$ cat src/rtl/multi_rate_clock_gen_pkg.sv
// multi_rate_clock_gen_pkg
// Shared rate constants for the multi-rate clock generator and the logic it
// feeds (VGA, 7-segment scan, game timer, character animation).
// CLK_HZ is the master clock. The *_HALF constants are half-periods in master
// clock cycles. DEFAULT_INIT_HALF packs them for a 4-channel generator,
// channel 0 in the LSBs. SIM_SCALE shrinks real-time rates so simulation
// stays short; simHalf() applies it and keeps the result at 1 or more.
package multi_rate_clock_gen_pkg;

  localparam int unsigned CLK_HZ    = 100_000_000;

  localparam logic [31:0] VGA_HALF  = 32'd2;
  localparam logic [31:0] SEG_HALF  = 32'd100_000;
  localparam logic [31:0] SEC_HALF  = 32'd50_000_000;
  localparam logic [31:0] CHAR_HALF = 32'd2_500_000;

  localparam int unsigned SIM_SCALE = 50_000;

  localparam logic [127:0] DEFAULT_INIT_HALF =
    {CHAR_HALF, SEC_HALF, SEG_HALF, VGA_HALF};

  function automatic logic [31:0] simHalf(input logic [31:0] h);
    logic [31:0] s;
    s = h / SIM_SCALE;
    return (s == 32'd0) ? 32'd1 : s;
  endfunction

endpackage

$ cat src/rtl/multi_rate_clock_gen_div_channel.sv
// multi_rate_clock_gen_div_channel
// One divider channel. It holds the counter, the active half-period, a
// one-deep pending half-period slot, and the toggle and tick logic.
//   clk, rst  master clock; asynchronous active-low reset
//   en        run enable. When low, the channel is held at 0.
//   sync      phase-align: restart the half-period at 0 (only while enabled)
//   wrEn      accepted config write for this channel
//   wrHalf    new half-period (0 behaves as 1)
//   clkOut    divided clock, 50% duty, period 2*half
//   tick      one-cycle pulse in the first cycle clkOut reads 1
//   half      active half-period (status)
//   pendV     a pending half-period is waiting to be applied
module multi_rate_clock_gen_div_channel
  import multi_rate_clock_gen_pkg::*;
#(
  parameter int               CNT_W = 32,
  parameter logic [CNT_W-1:0] INIT  = CNT_W'(2)
) (
  input  logic             clk,
  input  logic             rst,
  input  logic             en,
  input  logic             sync,
  input  logic             wrEn,
  input  logic [CNT_W-1:0] wrHalf,
  output logic             clkOut,
  output logic             tick,
  output logic [CNT_W-1:0] half,
  output logic             pendV
);

  logic [CNT_W-1:0] cnt;
  logic [CNT_W-1:0] pendHalf;
  logic             enQ;

  // A half-period of 0 runs as 1, so the terminal count never underflows.
  function automatic logic [CNT_W-1:0] termCount(input logic [CNT_W-1:0] h);
    return (h == '0) ? '0 : h - 1'b1;
  endfunction

  // A pending half-period only ever switches in at a half-period boundary:
  // at a terminal count, at sync, or while the channel is stopped.
  // Accepting a write requires pendV low, and applying one requires pendV
  // high, so the write and the apply never collide.
  always_ff @(posedge clk or negedge rst) begin
    if (!rst) begin
      cnt      <= '0;
      clkOut   <= 1'b0;
      tick     <= 1'b0;
      half     <= INIT;
      pendHalf <= '0;
      pendV    <= 1'b0;
      enQ      <= 1'b0;
    end else begin
      enQ  <= en;
      tick <= 1'b0;
      if (wrEn) begin
        pendHalf <= wrHalf;
        pendV    <= 1'b1;
      end
      if (!en) begin
        cnt    <= '0;
        clkOut <= 1'b0;
        if (pendV) begin
          half  <= pendHalf;
          pendV <= 1'b0;
        end
      end else if (sync || !enQ) begin
        // The first enabled cycle, or a sync, holds the count at 0. The
        // first rising edge then lands exactly half cycles later, with no
        // runt pulse.
        cnt    <= '0;
        clkOut <= 1'b0;
        if (sync && pendV) begin
          half  <= pendHalf;
          pendV <= 1'b0;
        end
      end else if (cnt == termCount(half)) begin
        cnt    <= '0;
        clkOut <= ~clkOut;
        tick   <= ~clkOut;
        if (pendV) begin
          half  <= pendHalf;
          pendV <= 1'b0;
        end
      end else begin
        cnt <= cnt + 1'b1;
      end
    end
  end

endmodule

$ cat src/rtl/multi_rate_clock_gen.sv
// multi_rate_clock_gen
// Runtime-programmable multi-channel clock divider. Produces NUM_CH
// independent 50%-duty divided clocks plus rising-edge tick enables.
//   clk, rst   master clock (100 MHz); asynchronous active-low reset
//   en         per-channel run enable
//   sync       phase-align pulse for all enabled channels
//   cfg_valid  divisor update request
//   cfg_ready  update can be accepted for cfg_ch (combinational)
//   cfg_ch     target channel; values >= NUM_CH are accepted and dropped
//   cfg_half   new half-period in clk cycles (0 behaves as 1)
//   clk_o      divided clocks, registered
//   tick_o     one-cycle pulse on each clk_o 0->1 edge
//   half_o     active half-period per channel, channel 0 in the LSBs
module multi_rate_clock_gen
  import multi_rate_clock_gen_pkg::*;
#(
  parameter int                      NUM_CH    = 4,
  parameter int                      CNT_W     = 32,
  parameter int                      CH_W      = 2,
  parameter logic [NUM_CH*CNT_W-1:0] INIT_HALF = DEFAULT_INIT_HALF
) (
  input  logic                    clk,
  input  logic                    rst,
  input  logic [NUM_CH-1:0]       en,
  input  logic                    sync,
  input  logic                    cfg_valid,
  output logic                    cfg_ready,
  input  logic [CH_W-1:0]         cfg_ch,
  input  logic [CNT_W-1:0]        cfg_half,
  output logic [NUM_CH-1:0]       clk_o,
  output logic [NUM_CH-1:0]       tick_o,
  output logic [NUM_CH*CNT_W-1:0] half_o
);

  logic [NUM_CH-1:0] pendV;
  logic              accept;

  // Ready reflects only the target channel's pending slot. An out-of-range
  // channel leaves the default 1 in place, so the write is taken and dropped.
  always_comb begin
    cfg_ready = 1'b1;
    for (int i = 0; i < NUM_CH; i++) begin
      if (cfg_ch == CH_W'(i)) cfg_ready = !pendV[i];
    end
  end

  assign accept = cfg_valid && cfg_ready;

  for (genvar g = 0; g < NUM_CH; g++) begin : gCh
    logic wrEn;
    assign wrEn = accept && (cfg_ch == CH_W'(g));

    multi_rate_clock_gen_div_channel #(
      .CNT_W (CNT_W),
      .INIT  (INIT_HALF[g*CNT_W +: CNT_W])
    ) uChan (
      .clk    (clk),
      .rst    (rst),
      .en     (en[g]),
      .sync   (sync),
      .wrEn   (wrEn),
      .wrHalf (cfg_half),
      .clkOut (clk_o[g]),
      .tick   (tick_o[g]),
      .half   (half_o[g*CNT_W +: CNT_W]),
      .pendV  (pendV[g])
    );
  end

endmodule
$ cat config.mk
export PLATFORM = sky130hd
export DESIGN_NAME = multi_rate_clock_gen
export DESIGN_NICKNAME = d
export VERILOG_FILES = /design/src/rtl/multi_rate_clock_gen_pkg.sv /design/src/rtl/multi_rate_clock_gen_div_channel.sv /design/src/rtl/multi_rate_clock_gen.sv
export SDC_FILE = /design/constraint.sdc
export NUM_CORES = 1
export LEC_CHECK = 0
export BUFFER_PORTS_ARGS = -buffer_cell sky130_fd_sc_hd__buf_2
export CAP_MARGIN = 20
export CELL_PAD_IN_SITES_DETAIL_PLACEMENT = 0
export CELL_PAD_IN_SITES_GLOBAL_PLACEMENT = 1
export CORE_MARGIN = 4
export CORE_UTILIZATION = 40
export CTS_BUF_LIST = sky130_fd_sc_hd__clkbuf_8
export DETAILED_ROUTE_END_ITERATION = 10
export PLACE_DENSITY_LB_ADDON = 0.12
export SLEW_MARGIN = 20
export SYNTH_ARGS = -nofsm -noshare
export SYNTH_HDL_FRONTEND = slang
export SYNTH_SLANG_ARGS = --single-unit
export TNS_END_PERCENT = 20
$ cat constraint.sdc
create_clock -name clk -period 11.9 [get_ports clk]
set_input_delay 3.57 -clock clk [delete_from_list [all_inputs] [get_ports clk]]
set_output_delay 3.57 -clock clk [all_outputs]
set_load 0.02 [all_outputs]
Word level (Yosys, flattened, before mapping)
Index checks and enable logic that the tools add are counted.

Latch bits: 0. Bits in writable memories: 0. Bits in read-only memories: 0. Input bits: 42. Memories: 0. Output and inout bits: 137. Flip-flop bits (word level): 400. Word-level logic and storage cells: 173.

Shifts and indexed selects: 0. Bitwise logic cells: 4. Add/subtract/negate cells: 8. Div/mod/pow operators: 0. $mul: 0. Reductions and logical operators: 30. $lt $le $gt $ge: 0. Multiplexer cells: 88. Eq/ne operators: 15.

Operators with widths (number): $mux W32 (36); $add A32 B1 Y32 const B (4); $eq A32 B32 Y1 (4); $logic_not A32 Y1 (4); $sub A32 B1 Y32 const B (4); $mux W1 (52); $ne A3 B1 Y1 const B (4); $ne A3 B3 Y1 const B (4); $logic_and A1 B1 Y1 (9); $logic_not A1 Y1 (8); $reduce_and A2 Y1 (4); $eq A2 B2 Y1 const B (2); $logic_or A1 B1 Y1 (4); $not A1 Y1 (4); $eq A2 B1 Y1 const B (1); $logic_not A2 Y1 (1).

Logic depth before layout (Yosys ltp)
Depth in word-level cells: 12. Mapped depth: 16. Depth with buffers taken out: 11.

By module
A second synthesis with hierarchy kept.

Cell total of the unflattened synthesis: 2973. Area, all modules: 27686.6 um^2.

By module, submodules not included: multi_rate_clock_gen_div_channel at gCh[1].uChan (instances 1, cells each 756, area an instance 7041.8 um^2, sequential area each 2509.9 um^2); multi_rate_clock_gen_div_channel at gCh[0].uChan (instances 1, cells each 756, area an instance 7035.5 um^2, sequential area each 2503.7 um^2); multi_rate_clock_gen_div_channel at gCh[2].uChan (instances 1, cells each 727, area an instance 6776.5 um^2, sequential area each 2517.4 um^2); multi_rate_clock_gen_div_channel at gCh[3].uChan (instances 1, cells each 727, area an instance 6771.5 um^2, sequential area each 2512.4 um^2); multi_rate_clock_gen (instances 1, cells each 7, area an instance 61.3 um^2, sequential area each 0.0 um^2).

Worst setup path after synthesis
OpenSTA, ideal clock, no wires.

Path type: input port to output port. Start point: input port cfg_ch[0]. End point: output port cfg_ready. Stages: 3. Required time: 8.330 ns. Arrival time: 4.400 ns. Path buffers: 1. Slack: 3.930 ns. Path through: clkbuf_1 > mux4_2 > inv_1.

Word-level cells in the longest chain between the ends: 5. Elaborated cells between the ends (all ways): 8. Those cells by class: eq/ne (3); mux (4); reduce/logical (1).

RTL lines: from (decl) (RTL line multi_rate_clock_gen.sv:28) `input logic [CH_W-1:0] cfg_ch,`; $logic_not A2 Y1 (RTL line multi_rate_clock_gen.sv:43) `if (cfg_ch == CH_W'(i)) cfg_ready = !pendV[i];`; $mux W1 (3 in series) (RTL line multi_rate_clock_gen.sv:43); $mux W1 * (RTL line multi_rate_clock_gen.sv:43); to (decl) (RTL line multi_rate_clock_gen.sv:27) `output logic cfg_ready,`.

Every way passes the cells marked *; elsewhere a longest branch is shown, timed or not.

Final worst setup path
Same ends and word-level chain as after synthesis.

==> key figures <==
Critical path
  • CP Class: in -> out
  • Crit. End Element: output pin
  • R2R Path Start: gCh[2].uChan.half[0]
  • Most common cell on crit path: buf_2
  • Critical path arrival: 4450 ps
  • Setup crit start kind: input pin
  • Crit-path cells: buf_2 -> mux4_2 -> inv_1 -> buf_2
  • CP max-delay cell: mux4_2
  • Crit-path max FO: 5
  • Crit. Startpoint: cfg_ch[0]
  • Buf/Inv on CP: 3
  • Crit path largest cell delay: 520 ps
  • Worst EP required: 8330 ps
  • Delay-heaviest family, CP: multiplexers

Hold path
  • Worst hold path class: reg -> reg
  • HP Start: gCh[3].uChan.pendHalf[20]

STA
  • Slew @ Worst Pin: 1080 ps
  • Slew margin rel.: 0.275
  • Setup TNS: 0 ps
  • Max-slew violations: 0
  • Final Hold Fails: 0
  • Minimum clock period: 8020 ps
  • Setup Viol. Count Final: 0
  • RSZ-0062 raised after global routing: false
  • Clock skew: 27.4 ps
  • Period utilization: 0.674
  • Fmax: 125 MHz
  • Worst hold margin: 477 ps

Clocking
  • Clock latency at the later pin of the worst-skew pair: 680 ps
  • CTS tree: built
  • CTS buffer count: 76
  • Post-CTS Setup Inserts: 0
  • Hold_buf cts: 0
  • CTS Buffer Depth: 3
  • Clk slew on worst S/H paths: 70 ps
  • Clock Sinks: 400
  • # resized after CTS: 0
  • H-tree level count: 3
  • Clock root buffer: clkbuf_8

Placement
  • Placed cell count: 3,627
  • GPL Wtd Cong: 0.892
  • Port bufs: 178
  • DP HPWL: 64,400 um

Routing
  • Vias per inst: 6.15
  • Final WL: 90,700 um
  • Routed len/inst: 24.0 um
  • Via count: 23,200
  • ANT nets after route: 0
  • Drt initial violations: 1,968
  • TritonRoute pass-1 iters: 6
  • DRC: 0

Power
  • Leakage: 0.0109 uW
  • Power Dens Cells: 169 mW/mm^2
  • Worst vdd ir: 0.0000737 V

Global route
  • Grt ovf: 0
  • Vias in the first global route: 22,700
  • Largest net degree at the start of global routing: 111
  • Gr usage total: 0.262
  • Global-route wire length before repair: 140,000 um
  • Initial antenna violation count: 5

Yosys
  • Synth area leader: dfrtp_1
  • Syn Nets: 2,821
  • Post-Synthesis Mean Instance Area: 9.21 um^2
  • Top post-synthesis cells by count: dfrtp_1, nor3_1, nand2_1
  • Post-Syn Area: 0.0255 mm^2
  • EDFF count, synth: 0
  • Ys Warns: 0
  • Most common cell in the synthesized netlist: dfrtp_1
  • Unique masters post-synth: 93
  • Asr flop ratio synth: 1.00
  • Syn Inst Count: 2,771
  • Top FF cell, synth: dfrtp_1
  • Post-synthesis sequential area ratio: 0.393
  • Number of synthesized register bits: 400
  • Largest cells by area after synthesis: dfrtp_1, mux2_2, nor3_1
  • Share of Yosys cell area claimed by the top area cell type: 0.366

Floorplanning
  • Total core area: 0.0631 mm^2
  • Ports: 179
  • Die X: 261 um
  • Starting Density: 0.405
  • Die ar.: 0.0679 mm^2
  • Floorplan row count: 92
  • Height of the die: 261 um

Cells and area
  • Nets: 2,909
  • Layout cells sized above 1: 0.200
  • Final Util: 0.453
  • Synth-to-Final Area Change: 12.0%
  • Post-route insts no fill: 3,772
  • Filler instances: 6,251

Flow run
  • Max-cap violation count: 0

Run status
  • Status: finished clean
[routing by layer]
metal  global-route usage  vias to the layer above  routed length, um
li1                     -                    10600                  -
met1                0.370                    11600              41200
met2                0.415                      804              41600
met3               0.0379                      180               4900
met4               0.0839                        0               3030
met5                    0                        -                  0
[cells by family after synthesis]
group	count (synthesis)	synth area share
buffers and inverters	321	0.0526
XOR/XNOR	232	0.0817
adder cells (fa/ha/maj)	8	0.00392
AO/OA/AOI/OAI	576	0.163
AND/OR/NAND/NOR	1054	0.226
flip-flops	400	0.393
multiplexers	180	0.0792
[flip-flops by register name, indices dropped and copies added, names as in the netlist]
register	flops
gCh.uChan.pendV	4
gCh.uChan.pendHalf	128
gCh.uChan.clkOut	4
gCh.uChan.enQ	4
gCh.uChan.tick	4
gCh.uChan.cnt	128
gCh.uChan.half	128
[final cells by class]
cell class,instances,area [um^2],share of cell area
multi-input cells,2050,14200,0.497
clock buffers,101,1390,0.0486
clock inverters,40,253,0.00884
repair buffers,220,1220,0.0428
flip-flops and latches,400,10000,0.351
well taps,846,1060,0.0370
diodes,4,10.0,0.000350
inverters,111,417,0.0146
[metrics by stage]
step	total power (uW)	area [um^2]	worst slack, ps
6_report	4830	28600	3880
3_3_place_gp	3350	26900	3890
3_5_place_dp	3380	26900	3880
4_1_cts	4860	28600	3870
5_1_grt	5090	28600	3830
2_1_floorplan	2810	25500	3930
[worst paths after layout]
path / to / slack [ps] / cells after the start
min in group asynchronous: gCh[0].uChan.pendV / 2950 / 1
max in group asynchronous: gCh[3].uChan.cnt[1] / 6880 / 3
min: gCh[3].uChan.half[20] / 480 / 1
min reg2reg: gCh[3].uChan.half[20] / 480 / 1
max reg2reg: gCh[2].uChan.half[1] / 5790 / 13
max: cfg_ready / 3880 / 4
[placed cells by master (no fill, tap or decap), drive strengths merged, types with 16 or more instances in the layout]
| master | instances |
|---|---|
| a211oi | 83 |
| a21oi | 46 |
| a311o | 62 |
| a31oi | 68 |
| and2 | 17 |
| and3 | 36 |
| and4 | 18 |
| buf | 220 |
| clkbuf | 101 |
| dfrtp | 373 |
| dfstp | 27 |
| inv | 140 |
| mux2 | 165 |
| nand2 | 175 |
| nand3 | 98 |
| nand4 | 57 |
| nor2 | 118 |
| nor2b | 16 |
| nor3 | 277 |
| nor4 | 80 |
| o21ai | 111 |
| o22ai | 40 |
| or3 | 40 |
| or4 | 40 |
| xnor2 | 154 |
| xor2 | 74 |
[report_power, final]
group	total, uW	switching (uW)	internal (uW)	leakage [uW]
logic	1360	814	550	0.00506
registers	2020	416	1600	0.00495
clock network	1450	643	807	0.000936
(Power assumes the default switching activity.)
